**src/rtl/rgb_seq_pkg.sv**
```systemverilog
// Shared constants for the RGB fade sequencer: state encodings, the fixed
// colour table, the step-size sequence and the per-channel fade rule.
package rgb_seq_pkg;

  // State encodings
  localparam logic [1:0] FADE   = 2'd0;
  localparam logic [1:0] HOLD   = 2'd1;
  localparam logic [1:0] PAUSED = 2'd2;

  localparam int NUM_COLOURS = 8;

  typedef struct packed {
    logic [7:0] r;
    logic [7:0] g;
    logic [7:0] b;
  } rgb_t;

  // Fixed colour table, indexed by colour_idx
  function automatic rgb_t colour_of(input logic [2:0] idx);
    rgb_t c;
    case (idx)
      3'd0:    c = '{r: 8'hFF, g: 8'h00, b: 8'h00};
      3'd1:    c = '{r: 8'hFF, g: 8'h80, b: 8'h00};
      3'd2:    c = '{r: 8'hFF, g: 8'hFF, b: 8'h00};
      3'd3:    c = '{r: 8'h00, g: 8'hFF, b: 8'h00};
      3'd4:    c = '{r: 8'h00, g: 8'hFF, b: 8'hFF};
      3'd5:    c = '{r: 8'h00, g: 8'h00, b: 8'hFF};
      3'd6:    c = '{r: 8'h80, g: 8'h00, b: 8'hFF};
      default: c = '{r: 8'hFF, g: 8'hFF, b: 8'hFF};
    endcase
    return c;
  endfunction

  // Step-size sequence 1 -> 2 -> 4 -> 8, selected by a 2-bit index
  function automatic logic [7:0] step_of(input logic [1:0] sel);
    logic [7:0] s;
    case (sel)
      2'd0:    s = 8'd1;
      2'd1:    s = 8'd2;
      2'd2:    s = 8'd4;
      default: s = 8'd8;
    endcase
    return s;
  endfunction

  // Move one channel a step toward its target, landing exactly on it when
  // within one step; the subtraction is only taken in the non-negative
  // direction, so the level never wraps through 0 or 255.
  function automatic logic [7:0] fade_channel(input logic [7:0] level,
                                              input logic [7:0] target,
                                              input logic [7:0] step);
    logic [7:0] nxt;
    if (level < target) begin
      nxt = ((target - level) <= step) ? target : (level + step);
    end else if (level > target) begin
      nxt = ((level - target) <= step) ? target : (level - step);
    end else begin
      nxt = level;
    end
    return nxt;
  endfunction

endpackage

```
**src/rtl/rgb_fade_sequencer_debounce.sv**
```systemverilog
// Button conditioner: two-flop synchroniser, debounce counter that restarts
// whenever the synchronised input changes, and a one-cycle pulse on an
// accepted rising edge. A held button yields exactly one pulse.
module btn_debounce #(
  parameter int DEBOUNCE_CYC = 120000
) (
  input  logic clock,
  input  logic reset,
  input  logic btn,
  output logic pulse
);

  localparam int CNT_W = (DEBOUNCE_CYC > 1) ? $clog2(DEBOUNCE_CYC) : 1;

  logic             sync_a;
  logic             sync_b;
  logic             sample_prev;
  logic             stable;
  logic [CNT_W-1:0] cnt;

  // Bring the raw pin into the clock domain
  always_ff @(posedge clock or negedge reset) begin
    if (!reset) begin
      sync_a <= 1'b0;
      sync_b <= 1'b0;
    end else begin
      sync_a <= btn;
      sync_b <= sync_a;
    end
  end

  // Accept a new level only after it has been steady long enough; emit a
  // pulse on the cycle a high level is accepted
  always_ff @(posedge clock or negedge reset) begin
    if (!reset) begin
      sample_prev <= 1'b0;
      stable      <= 1'b0;
      cnt         <= '0;
      pulse       <= 1'b0;
    end else begin
      pulse       <= 1'b0;
      sample_prev <= sync_b;
      if ((sync_b != sample_prev) || (sync_b == stable)) begin
        cnt <= '0;
      end else if (cnt == CNT_W'(DEBOUNCE_CYC - 1)) begin
        stable <= sync_b;
        cnt    <= '0;
        pulse  <= sync_b;
      end else begin
        cnt <= cnt + CNT_W'(1);
      end
    end
  end

endmodule

```
**src/rtl/rgb_fade_sequencer.sv**
```systemverilog
// Colour sequencer driving rgb_led's control_* inputs. Fades the three
// channel levels toward the current colour-table entry on each tick, holds
// the reached colour, then advances. Buttons: next colour, pause, and step
// size. Any button pulse takes priority over a coincident tick, whose
// fade/hold update is then skipped. paused/fading decode the FSM state
// (HOLD is the case where both are 0).
module rgb_fade_sequencer
  import rgb_seq_pkg::*;
#(
  parameter int CLOCK_FREQ   = 12000000,
  parameter int TICK_HZ      = 1000,
  parameter int DEBOUNCE_CYC = 120000,
  parameter int HOLD_TICKS   = 500
) (
  input  logic        clock,
  input  logic        reset,
  input  logic        btn_next,
  input  logic        btn_pause,
  input  logic        btn_speed,
  output logic [15:0] control_red,
  output logic [15:0] control_grn,
  output logic [15:0] control_blu,
  output logic [2:0]  colour_idx,
  output logic        paused,
  output logic        fading
);

  localparam int TICK_DIV = CLOCK_FREQ / TICK_HZ;
  localparam int TICK_W   = $clog2(TICK_DIV);
  localparam int HOLD_W   = (HOLD_TICKS > 1) ? $clog2(HOLD_TICKS) : 1;

  logic [TICK_W-1:0] tick_cnt;
  logic              tick;
  logic              next_p;
  logic              pause_p;
  logic              speed_p;

  logic [1:0]        state;
  logic [1:0]        ret_state;
  logic [1:0]        step_sel;
  logic [HOLD_W-1:0] hold_cnt;
  logic [7:0]        level_red;
  logic [7:0]        level_grn;
  logic [7:0]        level_blu;

  logic [2:0]        next_idx;
  logic [7:0]        step;
  rgb_t              target;
  rgb_t              next_colour;
  rgb_t              faded;

  btn_debounce #(.DEBOUNCE_CYC(DEBOUNCE_CYC)) u_db_next (
    .clock (clock),
    .reset (reset),
    .btn   (btn_next),
    .pulse (next_p)
  );

  btn_debounce #(.DEBOUNCE_CYC(DEBOUNCE_CYC)) u_db_pause (
    .clock (clock),
    .reset (reset),
    .btn   (btn_pause),
    .pulse (pause_p)
  );

  btn_debounce #(.DEBOUNCE_CYC(DEBOUNCE_CYC)) u_db_speed (
    .clock (clock),
    .reset (reset),
    .btn   (btn_speed),
    .pulse (speed_p)
  );

  // Free-running tick divider; it keeps counting even while paused
  always_ff @(posedge clock or negedge reset) begin
    if (!reset) begin
      tick_cnt <= '0;
    end else if (tick) begin
      tick_cnt <= '0;
    end else begin
      tick_cnt <= tick_cnt + TICK_W'(1);
    end
  end

  assign tick = (tick_cnt == TICK_W'(TICK_DIV - 1));

  // Targets and one-step-ahead channel levels for the current step size
  always_comb begin
    next_idx    = colour_idx + 3'd1;
    step        = step_of(step_sel);
    target      = colour_of(colour_idx);
    next_colour = colour_of(next_idx);
    faded.r     = fade_channel(level_red, target.r, step);
    faded.g     = fade_channel(level_grn, target.g, step);
    faded.b     = fade_channel(level_blu, target.b, step);
  end

  // Sequencer FSM with channel levels: pause beats next, any pulse beats tick
  always_ff @(posedge clock or negedge reset) begin
    if (!reset) begin
      state      <= FADE;
      ret_state  <= FADE;
      step_sel   <= 2'd0;
      hold_cnt   <= '0;
      colour_idx <= 3'd0;
      level_red  <= 8'h00;
      level_grn  <= 8'h00;
      level_blu  <= 8'h00;
    end else begin
      if (speed_p) begin
        step_sel <= step_sel + 2'd1;
      end
      if (pause_p) begin
        if (state == PAUSED) begin
          state <= ret_state;
        end else begin
          ret_state <= state;
          state     <= PAUSED;
        end
      end else if (next_p) begin
        colour_idx <= next_idx;
        hold_cnt   <= '0;
        if (state == PAUSED) begin
          // Jump straight to the new colour and resume into its hold phase
          level_red <= next_colour.r;
          level_grn <= next_colour.g;
          level_blu <= next_colour.b;
          ret_state <= HOLD;
        end else begin
          state <= FADE;
        end
      end else if (tick && !speed_p) begin
        case (state)
          FADE: begin
            level_red <= faded.r;
            level_grn <= faded.g;
            level_blu <= faded.b;
            if (faded == target) begin
              state    <= HOLD;
              hold_cnt <= '0;
            end
          end
          HOLD: begin
            if (hold_cnt == HOLD_W'(HOLD_TICKS - 1)) begin
              colour_idx <= next_idx;
              hold_cnt   <= '0;
              state      <= FADE;
            end else begin
              hold_cnt <= hold_cnt + HOLD_W'(1);
            end
          end
          default: begin
          end
        endcase
      end
    end
  end

  assign control_red = {8'h00, level_red};
  assign control_grn = {8'h00, level_grn};
  assign control_blu = {8'h00, level_blu};
  assign paused      = (state == PAUSED);
  assign fading      = (state == FADE);

endmodule
```
**config.mk**
```make
export PLATFORM = sky130hd
export DESIGN_NAME = rgb_fade_sequencer
export DESIGN_NICKNAME = d
export VERILOG_FILES = /design/src/rtl/rgb_seq_pkg.sv /design/src/rtl/rgb_fade_sequencer_debounce.sv /design/src/rtl/rgb_fade_sequencer.sv
export SDC_FILE = /design/constraint.sdc
export NUM_CORES = 1
export LEC_CHECK = 0
export ABC_AREA = 1
export CORE_ASPECT_RATIO = 2
export CORE_MARGIN = 2
export CORE_UTILIZATION = 50
export DETAILED_ROUTE_END_ITERATION = 7
export PLACE_DENSITY = 0.69
export SETUP_SLACK_MARGIN = 0.2
export SYNTH_ARGS = -nofsm -noshare
export SYNTH_HDL_FRONTEND = slang
export SYNTH_HIERARCHICAL = 1
export SYNTH_SLANG_ARGS = --single-unit
```
**constraint.sdc**
```tcl
create_clock -name clock -period 11.8 [get_ports clock]
set_input_delay 2.36 -clock clock [delete_from_list [all_inputs] [get_ports clock]]
set_output_delay 2.36 -clock clock [all_outputs]
set_load 0.02 [all_outputs]
```
==> impl_metrics.env, run 1 <==
export IMPL_run_status="finished clean"
export IMPL_placement_rows=79
export IMPL_fill_cells=2319
export IMPL_synthTopCellsByArea="dfrtp_1 (26%), nand2_1 (16%), ha_1 (11%)"
export IMPL_multi_input_comb_area_um2=7616
export IMPL_cts_resized=0
export IMPL_number_of_global_route_vias_before_repair=11180
export IMPL_number_of_instances_in_the_synthesized_netlist=1731
export IMPL_clk_pin_slew_ps=60
export IMPL_pin_count=58
export IMPL_fp_dieH_um=221.2
export IMPL_drt_total_wl_um=31900
export IMPL_regToRegStartpoint="colour_idx[0]$_DFFE_PN0P_"
export IMPL_synthArstFlopShare_pct=100.0
export IMPL_die_w_um=112.6
export IMPL_worst_clock_skew_ps=8.496
export IMPL_clock_tree_from_tritoncts="built"
export IMPL_path_class="flip-flop to flip-flop"
export IMPL_final_min_period_over_clock_period_pct=51.00
export IMPL_slew_headroom_pct=43.38
export IMPL_synth_edf_count=0
export IMPL_clock_sink_count=122
export IMPL_yosysTopAreaCell="dfrtp_1"
export IMPL_synth_top_cell_area_share_pct=25.88
export IMPL_cp_slowest_stage_delay_ps=620
export IMPL_synth_cell_types=47
export IMPL_routabilityCongestion=1.008
export IMPL_rr_worst_depth=30
export IMPL_holdCritStartpoint="u_db_pause/sync_a$_DFF_PN0_"
export IMPL_grt_setup_unrepaired="no"
export IMPL_timing_hold_violations_final=0
export IMPL_floorplan_initialDensity_pct=50.78
export IMPL_irDropWorstVdd_mv=0.1384
export IMPL_route_vias_total=11110
export IMPL_post_dp_hpwl_um=25380
export IMPL_crit_path_end_kind="flip-flop"
export IMPL_ys_ff_latch=122
export IMPL_finalHoldWorstSlack_ps=350.0
export IMPL_worst_ep_arrival_time_ps=6330
export IMPL_finalSetupViolCount=0
export IMPL_hold_path_class="flip-flop to flip-flop"
export IMPL_worstHoldEndpoint="u_db_pause/sync_b$_DFF_PN0_"
export IMPL_design_core_area_um2=23230
export IMPL_cts_max_level=4
export IMPL_powerDensity_nw_per_um2=80.36
export IMPL_synth_flop_cell="dfrtp_1"
export IMPL_detailedRoute_firstIterationViolations=508
export IMPL_synth_cell_area_um2=11800
export IMPL_detail_route_first_pass_iterations=5
export IMPL_fmax_ghz=0.1662
export IMPL_dp_slack_ps=5883
export IMPL_cell_mode_on_critical_path="nand2_1"
export IMPL_root_buffer="clkbuf_16"
export IMPL_max_cap_violations=0
export IMPL_yosysWarnings=6
export IMPL_clock_path_buffers=2
export IMPL_via_per_inst=5.414
export IMPL_ys_seq_area_share_pct=25.88
export IMPL_grt_pass1_wl_um=51950
export IMPL_total_leakage_power_nw=6.609
export IMPL_finalWorstPathRequiredPeriod_ps=6017
export IMPL_timing_hold_worst_path_depth=0
export IMPL_global_routing_usage_summed_across_all_routing_layers_pct=25.93
export IMPL_setup_slack_ps=5783
export IMPL_drv_slew=0
export IMPL_crit_path_max_fanout=18
export IMPL_setup_worst_path_start_class="flip-flop"
export IMPL_post_cts_hold_buffer_count=0
export IMPL_post_synth_cell_area_avg_um2=6.815
export IMPL_clk_insertion_delay_late_ps=430
export IMPL_numCtsBuffers=17
export IMPL_grt_start_max_net_pins=63
export IMPL_grt_antenna_before_repair=0
export IMPL_final_layout_size_suffix_gt1_share_pct=7.971
export IMPL_drcViolationCount=0
export IMPL_wl_per_cell_um=15.55
export IMPL_r2r_setup_slack_ps=5780
export IMPL_drt_antenna_violating_nets=0
export IMPL_critical_path_reg2reg_endpoint="hold_cnt[5]$_DFFE_PN0P_"
export IMPL_final_net_count=1880
export IMPL_antenna_cells=0
export IMPL_numPortBuffers=33
export IMPL_flow_area_growth_from_synthesis_pct=9.238
export IMPL_worstPathRequired_ps=12120
export IMPL_postCtsSetupBuffers=0
export IMPL_crit_slowest_cell="ha_1"
export IMPL_fp_dieArea_um2=24910
export IMPL_finalSetupTns_ps=0
export IMPL_area_sequential_um2=3053
export IMPL_tightestPinTransition_ps=841.6
export IMPL_grt_ovfl_total=0
## where the power goes
part	internal [W]	switching (W)	total [W]	leakage (nW)
registers	0.000422	0.00000251	0.000424	1.66
logic	0.00000433	0.0000223	0.0000267	4.63
clock network	0.000381	0.000204	0.000584	0.313
## state kept, by name, indices dropped and copies added (netlist names), 3 cells and up
register        flops
tick_cnt           14
level_blu           8
u_db_next/cnt      17
level_red           8
colour_idx          3
level_grn           8
hold_cnt            9
u_db_pause/cnt     17
u_db_speed/cnt     17
## area by class of cell
class / instances / area share [%]
clock buffer: 18 / 3.408
clock inverter: 14 / 1.689
inverter: 225 / 6.554
multi-input combinational: 1353 / 59.10
sequential: 122 / 23.69
tap: 283 / 2.748
timing repair buffer: 37 / 2.806
## cells in the mapped netlist, types with 20 or more instances
master and instances:
nand2_1 501, inv_1 202, nor2_1 184, nand3_1 144, dfrtp_1 122, ha_1 107, a21oi_1 79, xor2_1 63
nand4_1 33, o21ai_0 33, buf_4 32, a22oi_1 22, inv_2 20, nor2_2 20
## layout by cell type (no fill, tap or decap), drive strengths merged, types with 11 or more instances in the layout
master / n
o21ai: 51
nor2: 210
inv: 224
a21oi: 81
ha: 107
nand3: 161
nand4: 34
clkbuf: 18
conb: 24
nand2: 517
xor2: 63
xnor2: 11
clkdlybuf4s50: 32
fa: 12
dfrtp: 122
nor3: 26
a22oi: 22
## routing by layer
metal | global-route usage [%] | share of wire, % | vias to the layer above
met1 | 23.33 | 34 | 5168
met4 | 17.98 | 7.2 | 0
met2 | 50.74 | 56 | 266
li1 | - | - | 5540
met3 | 3.889 | 3.1 | 136
met5 | 0 | 0 | -
## worst max-delay path, delay by kind of cell, from the launching register on
| kind | cells | cell delay, ps |
|---|---|---|
| simple gates | 18 | 2740 |
| buf+inv | 3 | 670 |
| xor+xnor | 1 | 190 |
| compound gates | 5 | 740 |
| flops | 1 | 410 |
| fa+ha+maj | 3 | 1130 |
## worst max-delay path by stage
stage | startpoint | to | cells after the start
floorplan | colour_idx[0]$_DFFE_PN0P_ | hold_cnt[7]$_DFFE_PN0P_ | 39
global placement | colour_idx[0]$_DFFE_PN0P_ | hold_cnt[4]$_DFFE_PN0P_ | 30
detailed placement | colour_idx[0]$_DFFE_PN0P_ | hold_cnt[3]$_DFFE_PN0P_ | 30
CTS | colour_idx[0]$_DFFE_PN0P_ | hold_cnt[5]$_DFFE_PN0P_ | 30
global route | colour_idx[0]$_DFFE_PN0P_ | hold_cnt[5]$_DFFE_PN0P_ | 30
finish | colour_idx[0]$_DFFE_PN0P_ | hold_cnt[5]$_DFFE_PN0P_ | 30
## cell families (layout without fill, tap and decap cells)
kind of cell	Yosys count	in the layout	synth area share, %
simple gates	966	966	36.38
buf+inv	279	294	10.32
compound gates	169	169	8.422
flops	122	122	25.88
fa+ha+maj	119	119	13.39
xor+xnor	74	74	5.494
other cells	1	24	0.03179
mux	1	1	0.08486
## stage by stage
stage / total power [W] / instances / utilization [%] / instance area [µm²]
finish: 0.001036 / 2052 / 55.48 / 12890
global route: 0.001071 / 2052 / 55.48 / 12890
CTS: 0.001049 / 2052 / 55.48 / 12890
detailed placement: 0.0004594 / 2020 / 52.65 / 12230
global placement: 0.0004588 / 2020 / 52.65 / 12230
floorplan: 0.0004538 / 1754 / - / 11880
No activity file was read; power rests on OpenSTA's default activity.
==> run 2: changes to the inputs <==
clock period = 6.3 ns   (was 11.8 ns; I/O delays follow)
==> impl_metrics.env, run 2 (synthesized netlist as in run 1, its figures left out) <==
export IMPL_run_status="finished clean"
export IMPL_cts_max_level=4
export IMPL_drt_antenna_violating_nets=0
export IMPL_finalSetupViolCount=0
export IMPL_finalWorstPathRequiredPeriod_ps=5524
export IMPL_finalHoldWorstSlack_ps=346.2
export IMPL_clock_path_buffers=2
export IMPL_grt_ovfl_total=0
export IMPL_maxUsedRoutingLayer="met4"
export IMPL_fill_cells=2284
export IMPL_fmax_ghz=0.1810
export IMPL_clock_tree_from_tritoncts="built"
export IMPL_route_layer_met1_wl_um=10940
export IMPL_comb_power_share_pct=2.7
export IMPL_met2_wirelength_um=18000
export IMPL_post_dp_hpwl_um=25460
export IMPL_final_min_period_over_clock_period_pct=87.69
export IMPL_clock_sink_count=122
export IMPL_via_per_inst=5.435
export IMPL_timing_hold_violations_final=0
export IMPL_worst_clock_skew_ps=5.914
export IMPL_numCtsBuffers=17
export IMPL_numPortBuffers=33
export IMPL_cell_mode_on_critical_path="nand2_1"
export IMPL_grt_setup_unrepaired="no"
export IMPL_fp_dieArea_um2=24910
export IMPL_drt_total_wl_um=32230
export IMPL_antenna_cells=0
export IMPL_clk_insertion_delay_late_ps=430
export IMPL_slew_headroom_pct=30.82
export IMPL_route_vias_total=11180
export IMPL_number_of_global_route_vias_before_repair=11460
export IMPL_net_switching_power_w=0.0004040
export IMPL_worstPathRequired_ps=6610
export IMPL_reg_largest_list="u_db_next/cnt (17), u_db_pause/cnt (17), u_db_speed/cnt (17)"
export IMPL_flow_area_growth_from_synthesis_pct=9.493
export IMPL_dp_slack_ps=674.9
export IMPL_routabilityCongestion=0.9720
export IMPL_fp_dieH_um=221.2
export IMPL_setup_slack_ps=775.8
export IMPL_setup_worst_path_start_class="flip-flop"
export IMPL_path_class="flip-flop to flip-flop"
export IMPL_cp_slowest_stage_delay_ps=480
export IMPL_p_int_w=0.001487
export IMPL_wl_per_cell_um=15.67
export IMPL_final_net_count=1886
export IMPL_total_leakage_power_nw=6.616
export IMPL_clk_pin_slew_ps=60
export IMPL_detailedRoute_firstIterationViolations=637
export IMPL_finalSetupTns_ps=0
export IMPL_hold_path_class="flip-flop to flip-flop"
export IMPL_pin_count=58
export IMPL_area_sequential_um2=3053
export IMPL_floorplan_initialDensity_pct=50.78
export IMPL_power_switching_share_pct=21.36
export IMPL_final_core_utilization_pct=55.60
export IMPL_root_buffer="clkbuf_16"
export IMPL_drv_slew=0
export IMPL_detail_route_first_pass_iterations=5
export IMPL_final_layout_size_suffix_gt1_share_pct=8.343
export IMPL_mostFrequentLayoutCells="nand2_1 (501), inv_1 (201), nor2_1 (184), nand3_1 (144), dfrtp_1 (122)"
export IMPL_global_routing_usage_summed_across_all_routing_layers_pct=26.58
export IMPL_crit_path_end_kind="flip-flop"
export IMPL_crit_slowest_cell="ha_2"
export IMPL_multi_input_comb_area_um2=7619
export IMPL_design_core_area_um2=23230
export IMPL_irDropWorstVdd_mv=0.2682
export IMPL_max_cap_violations=0
export IMPL_drcViolationCount=0
export IMPL_tightestPinTransition_ps=1037
export IMPL_number_of_placed_instances_with_taps_included=2022
export IMPL_grt_pass1_wl_um=53190
export IMPL_layout_cells_most_common="nand2_1"
export IMPL_final_cell_count_no_fill=2057
export IMPL_grt_antenna_before_repair=0
export IMPL_powerDensity_nw_per_um2=146.4
export IMPL_worst_ep_arrival_time_ps=5840
export IMPL_grt_start_max_net_pins=78
export IMPL_share_seq_of_total_power_pct=42.0
export IMPL_die_w_um=112.6
export IMPL_crit_path_max_fanout=18
export IMPL_placement_rows=79
export IMPL_power_clock_fraction_pct=55.3
export IMPL_dr_wl_met3_um=1010
## run 2: changes by cell type in the layout (fill, tap and decap cells not counted), sizes merged
cell and delta:
buf +6, clkinv -1, clkinvlp +2, bufinv -1
clkbuf +2, inv -3
## run 2: final cells by class
| type | count | area share (%) |
|---|---|---|
| clock buffer | 20 | 3.613 |
| inverter | 225 | 6.568 |
| multi-input combinational | 1353 | 58.98 |
| clock inverter | 11 | 1.308 |
| timing repair buffer | 43 | 3.148 |
| sequential | 122 | 23.64 |
| tap | 283 | 2.741 |
## run 2: worst paths after layout
check                                       startpoint                     endpoint  slack (ps)  cells after the start
setup / recovery             colour_idx[0]$_DFFE_PN0P_      hold_cnt[1]$_DFFE_PN0P_         780                     38
hold / removal             u_db_pause/sync_a$_DFF_PN0_  u_db_pause/sync_b$_DFF_PN0_         350                      0
setup reg to reg             colour_idx[0]$_DFFE_PN0P_      hold_cnt[1]$_DFFE_PN0P_         780                     38
hold reg to reg            u_db_pause/sync_a$_DFF_PN0_  u_db_pause/sync_b$_DFF_PN0_         350                      0
max in group asynchronous                        reset      step_sel[0]$_DFFE_PN0P_        4390                      2
min in group asynchronous                        reset  u_db_speed/cnt[8]$_DFF_PN0_         860                      1
## run 2: through the flow
step                      area, µm²  total power [W]
final                         12920         0.001891
after global routing          12920         0.001957
after CTS                     12880         0.001914
after detailed placement      12240        0.0008605
after global placement        12240        0.0008599
after floorplan               11880        0.0008500
## run 2: worst max-delay path, delay by kind of cell (launching register included)
family / cells / cell delay [ps]
AOI/OAI and AO/OA: 2 / 200
xor gates and xnor gates: 1 / 200
adders and majority gates: 3 / 950
buffers and inverters: 6 / 770
DFF: 1 / 420
and+or+nand+nor: 26 / 2860
## run 2: what timing repair did
item,in CTS,in global routing
resized for setup,0,2
endpoints found under the setup margin,0,9
setup buffers,0,4
hold buffers,0,0
## run 2: power by group through the flow
stage | logic, W | registers (W) | clock network [W]
floorplan | 0.0000419 | 0.000808 | 0
global placement | 0.0000513 | 0.000809 | 0
detailed placement | 0.0000515 | 0.000809 | 0
global route | 0.0000573 | 0.000796 | 0.00110
finish | 0.0000502 | 0.000795 | 0.00105
CTS | 0.0000517 | 0.000795 | 0.00107
## run 2: routing by layer
metal / track usage (%) / vias to the layer above
met2: 52.06 / 286
met4: 18.37 / 0
met5: 0 / -
met3: 4.574 / 127
li1: - / 5557
met1: 23.51 / 5210
==> run 3: changes to the inputs <==
GPL_TIMING_DRIVEN = 0   (was not set)
==> impl_metrics.env, run 3 (synthesized netlist as in run 1, its figures left out) <==
export IMPL_run_status="finished clean"
export IMPL_fp_dieH_um=221.2
export IMPL_r2r_setup_slack_ps=830
export IMPL_finalSetupTns_ps=0
export IMPL_regToRegStartpoint="colour_idx[1]$_DFFE_PN0P_"
export IMPL_timing_hold_worst_path_depth=0
export IMPL_routabilityCongestion=0.9524
export IMPL_finalWorstPathRequiredPeriod_ps=5466
export IMPL_drt_antenna_violating_nets=0
export IMPL_grt_antenna_before_repair=0
export IMPL_grt_setup_unrepaired="no"
export IMPL_critPathCapture="hold_cnt[7]$_DFFE_PN0P_"
export IMPL_final_layout_size_suffix_gt1_share_pct=10.58
export IMPL_antenna_cells=0
export IMPL_die_w_um=112.6
export IMPL_dr_wl_met3_um=980
export IMPL_pin_count=58
export IMPL_flow_area_growth_from_synthesis_pct=12.84
export IMPL_powerDensity_nw_per_um2=137.7
export IMPL_finalHoldWorstSlack_ps=346.5
export IMPL_cell_mode_on_critical_path="nand2_1"
export IMPL_mostFrequentLayoutCells="nand2_1 (501), inv_1 (200), nor2_1 (184), nand3_1 (144), dfrtp_1 (122)"
export IMPL_worst_clock_skew_ps=9.614
export IMPL_via_per_inst=5.345
export IMPL_clk_insertion_delay_late_ps=430
export IMPL_clock_sink_count=122
export IMPL_final_min_period_over_clock_period_pct=86.76
export IMPL_numPortBuffers=33
export IMPL_fmax_ghz=0.1830
export IMPL_max_cap_violations=0
export IMPL_design_core_area_um2=23230
export IMPL_detailedRoute_firstIterationViolations=520
export IMPL_reg_largest_list="u_db_next/cnt (17), u_db_pause/cnt (17), u_db_speed/cnt (17)"
export IMPL_cp_slowest_stage_delay_ps=480
export IMPL_worstPathRequired_ps=6630
export IMPL_post_cts_hold_buffer_count=0
export IMPL_hold_path_class="flip-flop to flip-flop"
export IMPL_slew_headroom_pct=45.05
export IMPL_tightestPinTransition_ps=816.7
export IMPL_final_net_count=1944
export IMPL_fp_dieArea_um2=24910
export IMPL_clock_path_buffers=2
export IMPL_root_buffer="clkbuf_16"
export IMPL_grt_pass1_wl_um=51820
export IMPL_finalSetupViolCount=0
export IMPL_detail_route_first_pass_iterations=5
export IMPL_critical_path_reg2reg_endpoint="hold_cnt[7]$_DFFE_PN0P_"
export IMPL_cts_max_level=4
export IMPL_crit_path_end_kind="flip-flop"
export IMPL_drcViolationCount=0
export IMPL_clk_pin_slew_ps=60
export IMPL_layout_cells_most_common="nand2_1"
export IMPL_placement_rows=79
export IMPL_path_class="flip-flop to flip-flop"
export IMPL_crit_path_max_fanout=10
export IMPL_clock_tree_from_tritoncts="built"
export IMPL_route_layer_met1_wl_um=10690
export IMPL_worst_ep_arrival_time_ps=5790
export IMPL_post_dp_hpwl_um=25540
export IMPL_total_leakage_power_nw=6.867
export IMPL_drt_total_wl_um=31770
export IMPL_timing_hold_violations_final=0
export IMPL_drv_slew=0
export IMPL_startpoint="colour_idx[1]$_DFFE_PN0P_"
export IMPL_grt_ovfl_total=0
export IMPL_global_routing_usage_summed_across_all_routing_layers_pct=25.81
export IMPL_number_of_global_route_vias_before_repair=11180
export IMPL_wl_per_cell_um=15.01
export IMPL_numCtsBuffers=17
export IMPL_rr_worst_depth=37
export IMPL_met2_wirelength_um=17700
export IMPL_floorplan_initialDensity_pct=50.78
export IMPL_crit_slowest_cell="dfrtp_1"
export IMPL_irDropWorstVdd_mv=0.2627
export IMPL_maxUsedRoutingLayer="met4"
export IMPL_setup_worst_path_start_class="flip-flop"
export IMPL_grt_start_max_net_pins=66
export IMPL_route_vias_total=11310
run 3: cell count changes in the layout (fill, tap and decap cells not counted), sizes merged:
cell,before,now
clkbuf,20,31
buf,11,57
bufinv,4,2
clkinv,6,10
run 3: layout make-up:
class	count	area (µm²)
fillers	2273	9917
multi-input cells	1353	7625
flip-flops and latches	122	3053
inverters	225	852.1
repair buffers	47	456.7
clock buffers	19	452.9
plain buffers	54	372.9
well taps	283	354.1
clock inverters	13	145.1
run 3: per-layer routing:
metal  vias up  track usage (%)
met2       293            50.43
met5         -                0
met4         0            18.14
met1      5209            23.05
li1       5674                -
met3       135            4.054
run 3: critical path, delay by kind of cell, from the launching register on:
kind | cells | cell delay [ps]
AOI/OAI and AO/OA | 4 | 530
buffers and inverters | 6 | 970
adders and majority gates | 3 | 820
xor gates and xnor gates | 1 | 260
DFF | 1 | 480
and+or+nand+nor | 23 | 2260
run 3: how the worst min path moves through the flow:
stage,startpoint,endpoint,slack (ps)
CTS,u_db_pause/sync_a$_DFF_PN0_,u_db_pause/sync_b$_DFF_PN0_,350
detailed placement,u_db_pause/sync_a$_DFF_PN0_,u_db_pause/sync_b$_DFF_PN0_,340
global route,u_db_pause/sync_a$_DFF_PN0_,u_db_pause/sync_b$_DFF_PN0_,360
floorplan,u_db_next/sync_a$_DFF_PN0_,u_db_next/sync_b$_DFF_PN0_,330
finish,u_db_pause/sync_a$_DFF_PN0_,u_db_pause/sync_b$_DFF_PN0_,350
global placement,u_db_pause/sync_a$_DFF_PN0_,u_db_pause/sync_b$_DFF_PN0_,330
run 3: timing repair:
item,4_1_cts,5_1_grt
resized for setup,0,4
buffers inserted,0,13
setup endpoints to repair,0,11
run 3: report_power, final:
part	switching, W	leakage [nW]	internal, W
Combinational	0.0000449	4.92	0.0000217
Clock	0.000368	0.286	0.000604
Sequential	0.00000451	1.66	0.000790
run 3: stage by stage:
stage	instances	total power, W	area, µm²	setup WS (ps)	util (%)
floorplan	1754	0.0008500	11880	1515	-
global placement	2070	0.0008738	12570	-991.8	54.10
finish	2116	0.001833	13310	834.1	57.31
global route	2116	0.001901	13310	357.6	57.31
CTS	2103	0.001865	13190	245.5	56.80
detailed placement	2071	0.0008768	12600	285.3	54.23
